--- src/rtl/cla_serial_add_ctrl_pkg.sv ---
// Shared types for the byte-serial CLA adder controller.
// Holds the FSM encoding and the slice width.
package cla_serial_add_ctrl_pkg;

  localparam int SLICE_W = 8;

  typedef enum logic [1:0] {
    IDLE = 2'd0,
    RUN  = 2'd1,
    DONE = 2'd2
  } state_e;

endpackage

--- src/rtl/cla_serial_add_ctrl_cla8.sv ---
// cla_8bit: two-level 8-bit carry-lookahead slice (two 4-bit groups).
// Ports: a_i/b_i addends, c0_i carry-in, s_o sum, c8_o carry-out.
module cla_8bit (
  input  logic [7:0] a_i,
  input  logic [7:0] b_i,
  input  logic       c0_i,
  output logic [7:0] s_o,
  output logic       c8_o
);

  logic [7:0] g;
  logic [7:0] p;
  logic [8:0] c;
  logic [1:0] gg;
  logic [1:0] gp;

  assign g = a_i & b_i;
  assign p = a_i ^ b_i;

  for (genvar n = 0; n < 2; n++) begin : g_nib
    localparam int B = 4 * n;
    assign c[B+1] = g[B] | (p[B] & c[B]);
    assign c[B+2] = g[B+1] | (p[B+1] & g[B])
                  | (p[B+1] & p[B] & c[B]);
    assign c[B+3] = g[B+2] | (p[B+2] & g[B+1])
                  | (p[B+2] & p[B+1] & g[B])
                  | (p[B+2] & p[B+1] & p[B] & c[B]);
    assign gg[n]  = g[B+3] | (p[B+3] & g[B+2])
                  | (p[B+3] & p[B+2] & g[B+1])
                  | (p[B+3] & p[B+2] & p[B+1] & g[B]);
    assign gp[n]  = &p[B+3:B];
  end

  // Second level: group carries straight from c0.
  assign c[0] = c0_i;
  assign c[4] = gg[0] | (gp[0] & c[0]);
  assign c[8] = gg[1] | (gp[1] & gg[0])
              | (gp[1] & gp[0] & c[0]);

  assign s_o  = p ^ c[7:0];
  assign c8_o = c[8];

endmodule

--- src/rtl/cla_serial_add_ctrl.sv ---
// Byte-serial wide adder: one cla_8bit reused LSB-first over NWORDS bytes.
// Ports: in_valid/in_ready/a/b/cin in, out_valid/out_ready/sum/cout out, busy.
module cla_serial_add_ctrl
  import cla_serial_add_ctrl_pkg::*;
#(
  parameter int NWORDS = 4
) (
  input  logic                  clk,
  input  logic                  rst_n,
  input  logic                  in_valid,
  output logic                  in_ready,
  input  logic [8*NWORDS-1:0]   a,
  input  logic [8*NWORDS-1:0]   b,
  input  logic                  cin,
  output logic                  out_valid,
  input  logic                  out_ready,
  output logic [8*NWORDS-1:0]   sum,
  output logic                  cout,
  output logic                  busy
);

  localparam int W  = SLICE_W * NWORDS;
  localparam int CW = $clog2(NWORDS + 1);

  state_e         state_q, state_d;
  logic [W-1:0]   a_q, a_d;
  logic [W-1:0]   b_q, b_d;
  logic [W-1:0]   sum_q, sum_d;
  logic           carry_q, carry_d;
  logic [CW-1:0]  cnt_q, cnt_d;

  logic [SLICE_W-1:0] slice_s;
  logic               slice_c;
  logic [W-1:0]       sum_sh;

  cla_8bit u_cla (
    .a_i  (a_q[SLICE_W-1:0]),
    .b_i  (b_q[SLICE_W-1:0]),
    .c0_i (carry_q),
    .s_o  (slice_s),
    .c8_o (slice_c)
  );

  // New byte enters at the MSB end; after NWORDS shifts
  // byte 0 has reached the bottom.
  if (NWORDS == 1) begin : g_one
    assign sum_sh = slice_s;
  end else begin : g_many
    assign sum_sh = {slice_s, sum_q[W-1:SLICE_W]};
  end

  always_comb begin
    state_d = state_q;
    a_d     = a_q;
    b_d     = b_q;
    sum_d   = sum_q;
    carry_d = carry_q;
    cnt_d   = cnt_q;
    case (state_q)
      IDLE: begin
        if (in_valid) begin
          a_d     = a;
          b_d     = b;
          carry_d = cin;
          cnt_d   = '0;
          state_d = RUN;
        end
      end
      RUN: begin
        a_d     = a_q >> SLICE_W;
        b_d     = b_q >> SLICE_W;
        sum_d   = sum_sh;
        carry_d = slice_c;
        cnt_d   = cnt_q + CW'(1);
        if (cnt_q == CW'(NWORDS - 1)) begin
          state_d = DONE;
        end
      end
      DONE: begin
        if (out_ready) begin
          state_d = IDLE;
        end
      end
      default: state_d = IDLE;
    endcase
  end

  always_ff @(posedge clk) begin
    if (!rst_n) begin
      state_q <= IDLE;
      a_q     <= '0;
      b_q     <= '0;
      sum_q   <= '0;
      carry_q <= 1'b0;
      cnt_q   <= '0;
    end else begin
      state_q <= state_d;
      a_q     <= a_d;
      b_q     <= b_d;
      sum_q   <= sum_d;
      carry_q <= carry_d;
      cnt_q   <= cnt_d;
    end
  end

  assign in_ready  = (state_q == IDLE);
  assign out_valid = (state_q == DONE);
  assign busy      = (state_q != IDLE);
  assign sum       = sum_q;
  assign cout      = carry_q;

endmodule
--- config.mk ---
export PLATFORM = sky130hd
export DESIGN_NAME = cla_serial_add_ctrl
export DESIGN_NICKNAME = d
export VERILOG_FILES = /design/src/rtl/cla_serial_add_ctrl_pkg.sv /design/src/rtl/cla_serial_add_ctrl_cla8.sv /design/src/rtl/cla_serial_add_ctrl.sv
export SDC_FILE = /design/constraint.sdc
export NUM_CORES = 1
export LEC_CHECK = 0
export CAP_MARGIN = 30
export CORE_AREA = 2 2 96 98
export DETAILED_ROUTE_END_ITERATION = 7
export DIE_AREA = 0 0 98 100
export GPL_TIMING_DRIVEN = 1
export PLACE_DENSITY = 0.89
export RECOVER_POWER = 100
export SLEW_MARGIN = 20
export SYNTH_ARGS = -nofsm -noshare
export SYNTH_HDL_FRONTEND = slang
export SYNTH_SLANG_ARGS = --single-unit
--- constraint.sdc ---
create_clock -name clk -period 2.9 [get_ports clk]
set_input_delay 0.87 -clock clk [delete_from_list [all_inputs] [get_ports clk]]
set_output_delay 0.87 -clock clk [all_outputs]
set_load 0.05 [all_outputs]
; ---- After elaboration in Yosys (flattened, before gate mapping)
; Index checks and enable logic that the tools add are counted.
[totals]
word_cells = 88
in_bits = 69
out_inout_bits = 36
regBits = 102
[op_classes]
n_mux = 12
eq_ne = 6
reduce_logical = 7
bitwise_logic = 56
add_sub_neg = 1
[op_table]
columns = op, count
row1 = case mux 32 bit (2 select lines), 2
row2 = 2-to-1 mux 32 bit, 2
row3 = bitwise AND 1 bit, 32
row4 = bitwise OR 1 bit, 21
row5 = XOR 8 bit, 2
row6 = bitwise AND 8 bit, 1
row7 = AND reduction 4 bit, 2
row8 = 2-to-1 mux 2 bit, 3
row9 = case mux 2 bit (3 select lines), 1
row10 = case mux 3 bit (2 select lines), 1
row11 = "inequality test 2 bit, second input constant", 2
row12 = nonzero test 2 bit, 2
row13 = "adder 3 x 1 -> 3 bit, second input constant", 1
row14 = "equality test 3 x 2 -> 1 bit, second input constant", 1
row15 = 2-to-1 mux 3 bit, 1
row16 = AND reduction 3 bit, 1
row17 = "equality test 2 x 1 -> 1 bit, second input constant", 1
row18 = "equality test 2 bit, second input constant", 1
row19 = zero test 2 bit, 1
row20 = "inequality test 2 x 1 -> 1 bit, second input constant", 1
row21 = case mux 1 bit (2 select lines), 1
row22 = AND reduction 2 bit, 1
row23 = 2-to-1 mux 1 bit, 1

; ---- Logic depth before layout (Yosys ltp)
; Gate-level depths: netlist (run 1).
[depth]
ltp_word = 9
ltp_mapped = 8
ltp_nobuf = 8

; ---- Modules after synthesis
; Synthesis (run 1) repeated with hierarchy kept, for this count alone.
[hier_totals]
cells_unflattened = 456
area_unflattened_um2 = 4081.4
[modules_own_cells]
columns = module, n_inst, seq_area_each_um2, cells_per_inst, area_each_um2
row1 = cla_serial_add_ctrl, 1, 2042.0, 420, 3769.9
row2 = cla_8bit, 1, 0.0, 36, 311.5

; ---- Worst setup path before layout (run 1)
; No wires, ideal clock.
[synth_path]
path_kind = register to output
from = register state_q[0]
to = output out_valid
path_slack_ps = 860
required_ps = 2030
path_buffers = 1
path_stages_with_launch = 3
t_arrival_ps = 1170
cell_sequence = dfxtp_1 buf_4 nor2b_1
[synth_via]
elab_chain_len = 1
[synth_rtl]
columns = item, line
row1 = from (decl), cla_serial_add_ctrl.sv:25  ; state_e state_q, state_d;
row2 = from (signal assigned), cla_serial_add_ctrl.sv:97  ; state_q <= state_d;
row3 = equality test 2 bit, cla_serial_add_ctrl.sv:107  ; assign out_valid = (state_q == DONE);
row4 = to (decl), cla_serial_add_ctrl.sv:15  ; output logic out_valid,
; Every way passes these cells.

; ---- Final worst setup path (run 1)
[layout_path]
from = register state_q[1]
to = output in_ready
[layout_via]
elab_chain_len = 1
[layout_rtl]
columns = item, line
row1 = zero test 2 bit, cla_serial_add_ctrl.sv:106  ; assign in_ready = (state_q == IDLE);
row2 = to (decl), cla_serial_add_ctrl.sv:11  ; output logic in_ready,
; Every way passes these cells.

==> results_dict.tcl, run 1 <==
set metrics [dict create \
    grt_pass1_wl_um 18000 \
    grt-ovfl-total 0 \
    routed_wl_um 10600 \
    yosysMostFrequentCell "dfxtp_1" \
    regArea_sq_mm 0.00204 \
    clk_pin_slew_ns 0.09 \
    multi_input_area_sq_mm 0.00243 \
    finalSetupTns_ns 0 \
    cts-buffers-inserted 9 \
    synth_top_cells_by_area "dfxtp_1, o221a_2, nor2b_1" \
    setup-violations-final 0 \
    yosysTopAreaCell "dfxtp_1" \
    drt_iter0_markers 173 \
    period_needed_ns 2.63 \
    dr.max_layer_used "met4" \
    fp.dieW_um 98 \
    hold_class "reg -> reg" \
    maxCapViolations 0 \
    fin_cells 728 \
    post-cts-setup-buffer-count 0 \
    grt_pass1_vias 3851 \
    synthCells 539 \
    cp-end-kind "output pin" \
    dp.cells 712 \
    core_area_sq_mm 0.00889 \
    place_congestion 0.770 \
    finalHoldViolCount 0 \
    ant_nets 0 \
    cellLeakagePower_uw 0.00240 \
    cts.sinks 102 \
    arrival_ns 1.76 \
    synthSimpleGateAreaFrac_pct 20.0 \
    met3_length_um 490 \
    syn_nets 620 \
    irDropWorstVdd_mv 0.272 \
    grt_max_degree 70 \
    muxShareOfSynthArea_pct 0 \
    antenna_found_initial 0 \
    ys_warn_count 0 \
    insertion_delay_ns 0.36 \
    synth-adder-area-share_pct 3.47 \
    drive_gt1_share_pct 12.8 \
    nNetsFinal 693 \
    synth_edf_count 0 \
    rsz0062_at_grt "no" \
    antenna_cells 0 \
    portBuffers 104 \
    grtUsageTotal_pct 22.3 \
    clock_skew_ns 0.00456 \
    synth_top_area_share_pct 43.0 \
    avgSynthCellArea_sq_um 8.82 \
    worstPathMaxFanout 31 \
    worstPathRequired_ns 2.03 \
    drt-wirelength-per-cell_um 14.6 \
    drv_slew 0 \
    drt-met1-wl_um 4600 \
    criticalPathCategory "reg -> out" \
    max_freq_mhz 381 \
    rows 35 \
    slew-limit-headroom_pct 20.4 \
    clockBufferDepth 2 \
    cts-hold-fix-buffers 0 \
    synth_top_family_by_area "compound AO/OA/AOI/OAI gates" \
    route.met2.wl_um 5370 \
    critical_path.startpoint_type "flop" \
    h-tree-depth 3 \
    drcViolationCount 0 \
    power_density_mw_per_mm2 523 \
    synthXorXnorAreaFrac_pct 0.553 \
    cts_tree "yes" \
    async_reset_ff_share_pct 0 \
    cts.repair.resized 0 \
    fillers 723 \
    yosys-top-cells-count "dfxtp_1, nor2b_1, nand2_1" \
    die_y_um 100 \
    syn_to_final_growth_pct 25.6 \
    firstDrtPassIters 4 \
    synth_cell_types 42 \
    boundaryPins 105 \
    die-area_sq_mm 0.00980 \
    status "complete, no violations" \
    period_share_pct 90.6 \
    worst_slew_pin_slew_ns 1.19 \
    synth_compound_area_share_pct 27.3 \
    clockRootBuffer "clkbuf_8" \
    start_util_pct 53.5 \
    synthesis.area_sq_mm 0.00475 \
    hpwl_um 7610 \
    synth_seq_area_share_pct 43.0 \
    synth_ff_type "dfxtp_1" \
    vias 4057 \
    synth-seq-cells 102 \
    viasPerCell 5.57 \
]
## registers in the layout, summed over array words and instances (netlist names)
| signal | cells |
|---|---|
| a_q | 32 |
| b_q | 32 |
| cnt_q | 3 |
| cout | 1 |
| state_q | 2 |
| sum | 32 |
## final cells by class
cell class | instances | share of cell area (%)
clock buffers | 13 | 2.66
clock inverters | 3 | 0.712
flip-flops and latches | 102 | 34.2
inverters | 9 | 0.566
repair buffers | 113 | 18.9
multi-input cells | 377 | 40.6
well taps | 111 | 2.33
## per-stage QoR
step | hold WS (ns) | setup slack [ns] | utilization [%] | area (sq um) | power (uW)
after detailed placement | 0.457 | 0.617 | 65.3 | 5800 | 2260
after global routing | 0.493 | 0.174 | 67.2 | 5970 | 3270
after CTS | 0.469 | 0.331 | 67.5 | 6000 | 3160
after floorplan | 0.492 | 0.860 | - | 4750 | 2040
final | 0.462 | 0.274 | 67.2 | 5970 | 3130
after global placement | 0.448 | 0.668 | 65.3 | 5800 | 2240
## critical path: stages (launching register included)
cell and delay [ns]:
dfxtp_2 0.73, or2_0 0.35, inv_2 0.07, clkbuf_2 0.24
## worst paths after layout
check	start	endpoint	slack [ns]	cells after the start
min	sum[0]$_SDFFE_PN0P_	sum[0]$_SDFFE_PN0P_	0.46	2
max reg2reg	state_q[0]$_SDFFE_PN0P_	cnt_q[2]$_SDFFE_PN0P_	0.47	5
min reg2reg	sum[0]$_SDFFE_PN0P_	sum[0]$_SDFFE_PN0P_	0.46	2
max	state_q[1]$_SDFFE_PN0P_	in_ready	0.27	3
## kinds of logic (layout without fill, tap and decap cells)
logic type | Yosys count | in the layout
and+or+nand+nor | 197 | 197
buffers and inverters | 60 | 138
AOI/OAI and AO/OA | 165 | 165
adders and majority gates | 12 | 12
xor gates and xnor gates | 3 | 3
DFF | 102 | 102
## placed cells by master (no fill, tap or decap), types with 3 or more instances in the layout
master             n
dfxtp_1          100
nor2b_1           67
clkdlybuf4s50_1   66
nand2_1           57
nor2_1            56
a21oi_1           50
o221a_2           48
dlygate4sd3_1     33
a21boi_0          26
a22oi_1           18
clkbuf_8          11
ha_1              10
inv_1              8
o21ai_0            5
nand3_1            4
clkbuf_1           4
buf_12             4
o211a_1            3
and2_1             3
xnor2_1            3
clkbuf_2           3
buf_4              3
## power breakdown
part / internal [uW] / switching [uW]
Clock: 446 / 460
Combinational: 313 / 333
Sequential: 1500 / 73.5
Total: 2260 / 867
## routing by layer
layer	track usage, %	vias up
li1	-	2044
met1	27.2	1882
met2	39.6	114
met3	4.67	17
met4	7.26	0
met5	0	-
Note: power is estimated with default switching activity, not from simulation.
==> run 2: changes to the inputs <==
Settings changed: CORE_AREA 2 2 96 98 to 2 2 105 107, CTS_CLUSTER_DIAMETER set to 60, DIE_AREA 0 0 98 100 to 0 0 107 109, PLACE_DENSITY 0.89 to 0.8.
Clock period 2.9 ns to 2.4 ns, I/O delays scaled along.
==> run 2 against run 1 <==
Utilization is 10 points lower. Combinational power increased by 22%. First-iteration DRC count fell by 14%. Critical path type unchanged. Sequential power up 21%. Global-route usage fell by 3.1 points. Via count is 0.20% lower. Routed wire length increased by 1.4%. Register-to-register slack lost 0.28 ns. Clock-buffer cell count decreased by 2. Hold slack improved by 0.0025 ns. Die area grew 19%. Total power is 28% higher.
==> results_dict.tcl, run 2 (same netlist as run 1, synthesis figures left out) <==
set metrics [dict create \
    status "complete, no violations" \
    fillers 959 \
    cts.sinks 102 \
    fp.dieW_um 107 \
    firstDrtPassIters 4 \
    layout_common_cells "dfxtp_1, clkdlybuf4s50_1, nor2b_1" \
    criticalPathCategory "reg -> out" \
    ant_nets 0 \
    crit_path_cell_trace "dlygate4sd3_1" \
    die_y_um 109 \
    dpl_cell_area_sq_mm 0.00586 \
    antenna_cells 0 \
    vias 4049 \
    power_frac_seq_pct 47.5 \
    max_freq_mhz 431 \
    rows 38 \
    critPathMaxStageDelay_ns 0.88 \
    worstPathMaxFanout 3 \
    drcViolationCount 0 \
    clockBufferDepth 2 \
    clockRootBuffer "clkbuf_8" \
    cts-buffers-inserted 9 \
    multi_input_area_sq_mm 0.00244 \
    timing.final.ws_setup_ns 0.0781 \
    cts-hold-fix-buffers 0 \
    irDropWorstVdd_mv 0.407 \
    drt-wirelength-per-cell_um 14.1 \
    drive_gt1_share_pct 14.1 \
    clk_pin_slew_ns 0.09 \
    nNetsFinal 699 \
    intPower_uw 2920 \
    clock_skew_ns 0.00923 \
    arrival_ns 1.60 \
    regArea_sq_mm 0.00204 \
    critical_path.startpoint_type "flop" \
    insertion_delay_ns 0.36 \
    hpwl_um 7910 \
    start_util_pct 44.8 \
    grt-ovfl-total 0 \
    drt_iter0_markers 149 \
    grtUsageTotal_pct 19.2 \
    period_share_pct 96.7 \
    drv_slew 0 \
    antenna_found_initial 0 \
    core_area_sq_mm 0.0106 \
    h-tree-depth 3 \
    setup-violations-final 0 \
    viasPerCell 5.31 \
    finalSetupTns_ns 0 \
    finalHoldViolCount 0 \
    power_density_mw_per_mm2 658 \
    cp_top_family "buffers and inverters" \
    grt_pass1_vias 3907 \
    syn_to_final_growth_pct 27.6 \
    place_congestion 0.790 \
    worstPathRequired_ns 1.68 \
    boundaryPins 105 \
    routed_wl_um 10800 \
    pwr-share-clk_pct 32.7 \
    period_needed_ns 2.32 \
    portBuffers 104 \
    p_sw_share_pct 26.8 \
    rsz0062_at_grt "no" \
    combPwrFrac_pct 19.8 \
    die-area_sq_mm 0.0117 \
    worst_slew_pin_slew_ns 0.916 \
    maxCapViolations 0 \
    final_cell_area_sq_mm 0.00606 \
    hold_class "reg -> reg" \
    grt_pass1_wl_um 18000 \
    final_common_cell "dfxtp_1" \
    slew-limit-headroom_pct 38.9 \
    power_switching_uw 1070 \
    dp_slack_ns 0.367 \
    grt_max_degree 41 \
    critPathSlowestCell "dlygate4sd3_1" \
    cellLeakagePower_uw 0.00238 \
    cts_tree "yes" \
    cp-end-kind "output pin" \
    crit_buf_inv 1 \
]
-- run 2: final timing paths --
check | startpoint | end | slack [ns] | cells after the start
worst max-delay path | sum[23]$_SDFFE_PN0P_ | sum[23] | 0.08 | 1
worst min-delay path | sum[2]$_SDFFE_PN0P_ | sum[2]$_SDFFE_PN0P_ | 0.46 | 2
worst max register to register | state_q[0]$_SDFFE_PN0P_ | a_q[28]$_SDFFE_PN0P_ | 0.19 | 5
worst min register to register | sum[2]$_SDFFE_PN0P_ | sum[2]$_SDFFE_PN0P_ | 0.46 | 2
-- run 2: stage by stage --
stage | utilization (%) | hold slack, ns | power (uW) | std cells
6_report | 57.2 | 0.464 | 3990 | 763
5_1_grt | 57.2 | 0.496 | 4190 | 763
4_1_cts | 57.6 | 0.473 | 4030 | 763
3_5_place_dp | 55.3 | 0.460 | 2740 | 747
3_3_place_gp | 55.3 | 0.450 | 2710 | 747
2_1_floorplan | - | 0.492 | 2470 | 539
-- run 2: final cells by class --
type	instances	area share, %
inverters	9	0.557
clock inverters	5	1.71
repair buffers	119	18.7
well taps	140	2.89
clock buffers	11	2.33
flip-flops and latches	102	33.7
multi-input cells	377	40.2
-- run 2: power by group through the flow --
stage	sequential (uW)	clock (uW)	combinational [uW]
after CTS	1900	1330	803
after global routing	1910	1410	870
after global placement	1930	0	782
after detailed placement	1940	0	800
final	1900	1300	791
after floorplan	1980	0	490
-- run 2: repair_timing --
| item | CTS | global route |
|---|---|---|
| endpoints found under the setup margin | 0 | 1 |
| gates resized for setup | 0 | 1 |
| buffers inserted | 0 | 0 |
-- run 2: metal layers --
layer | part of all wire [%] | global-route usage (%)
met5 | 0 | 0
met3 | 5.6 | 4.72
met2 | 48 | 34.5
met4 | 0.83 | 5.01
met1 | 45 | 23.0
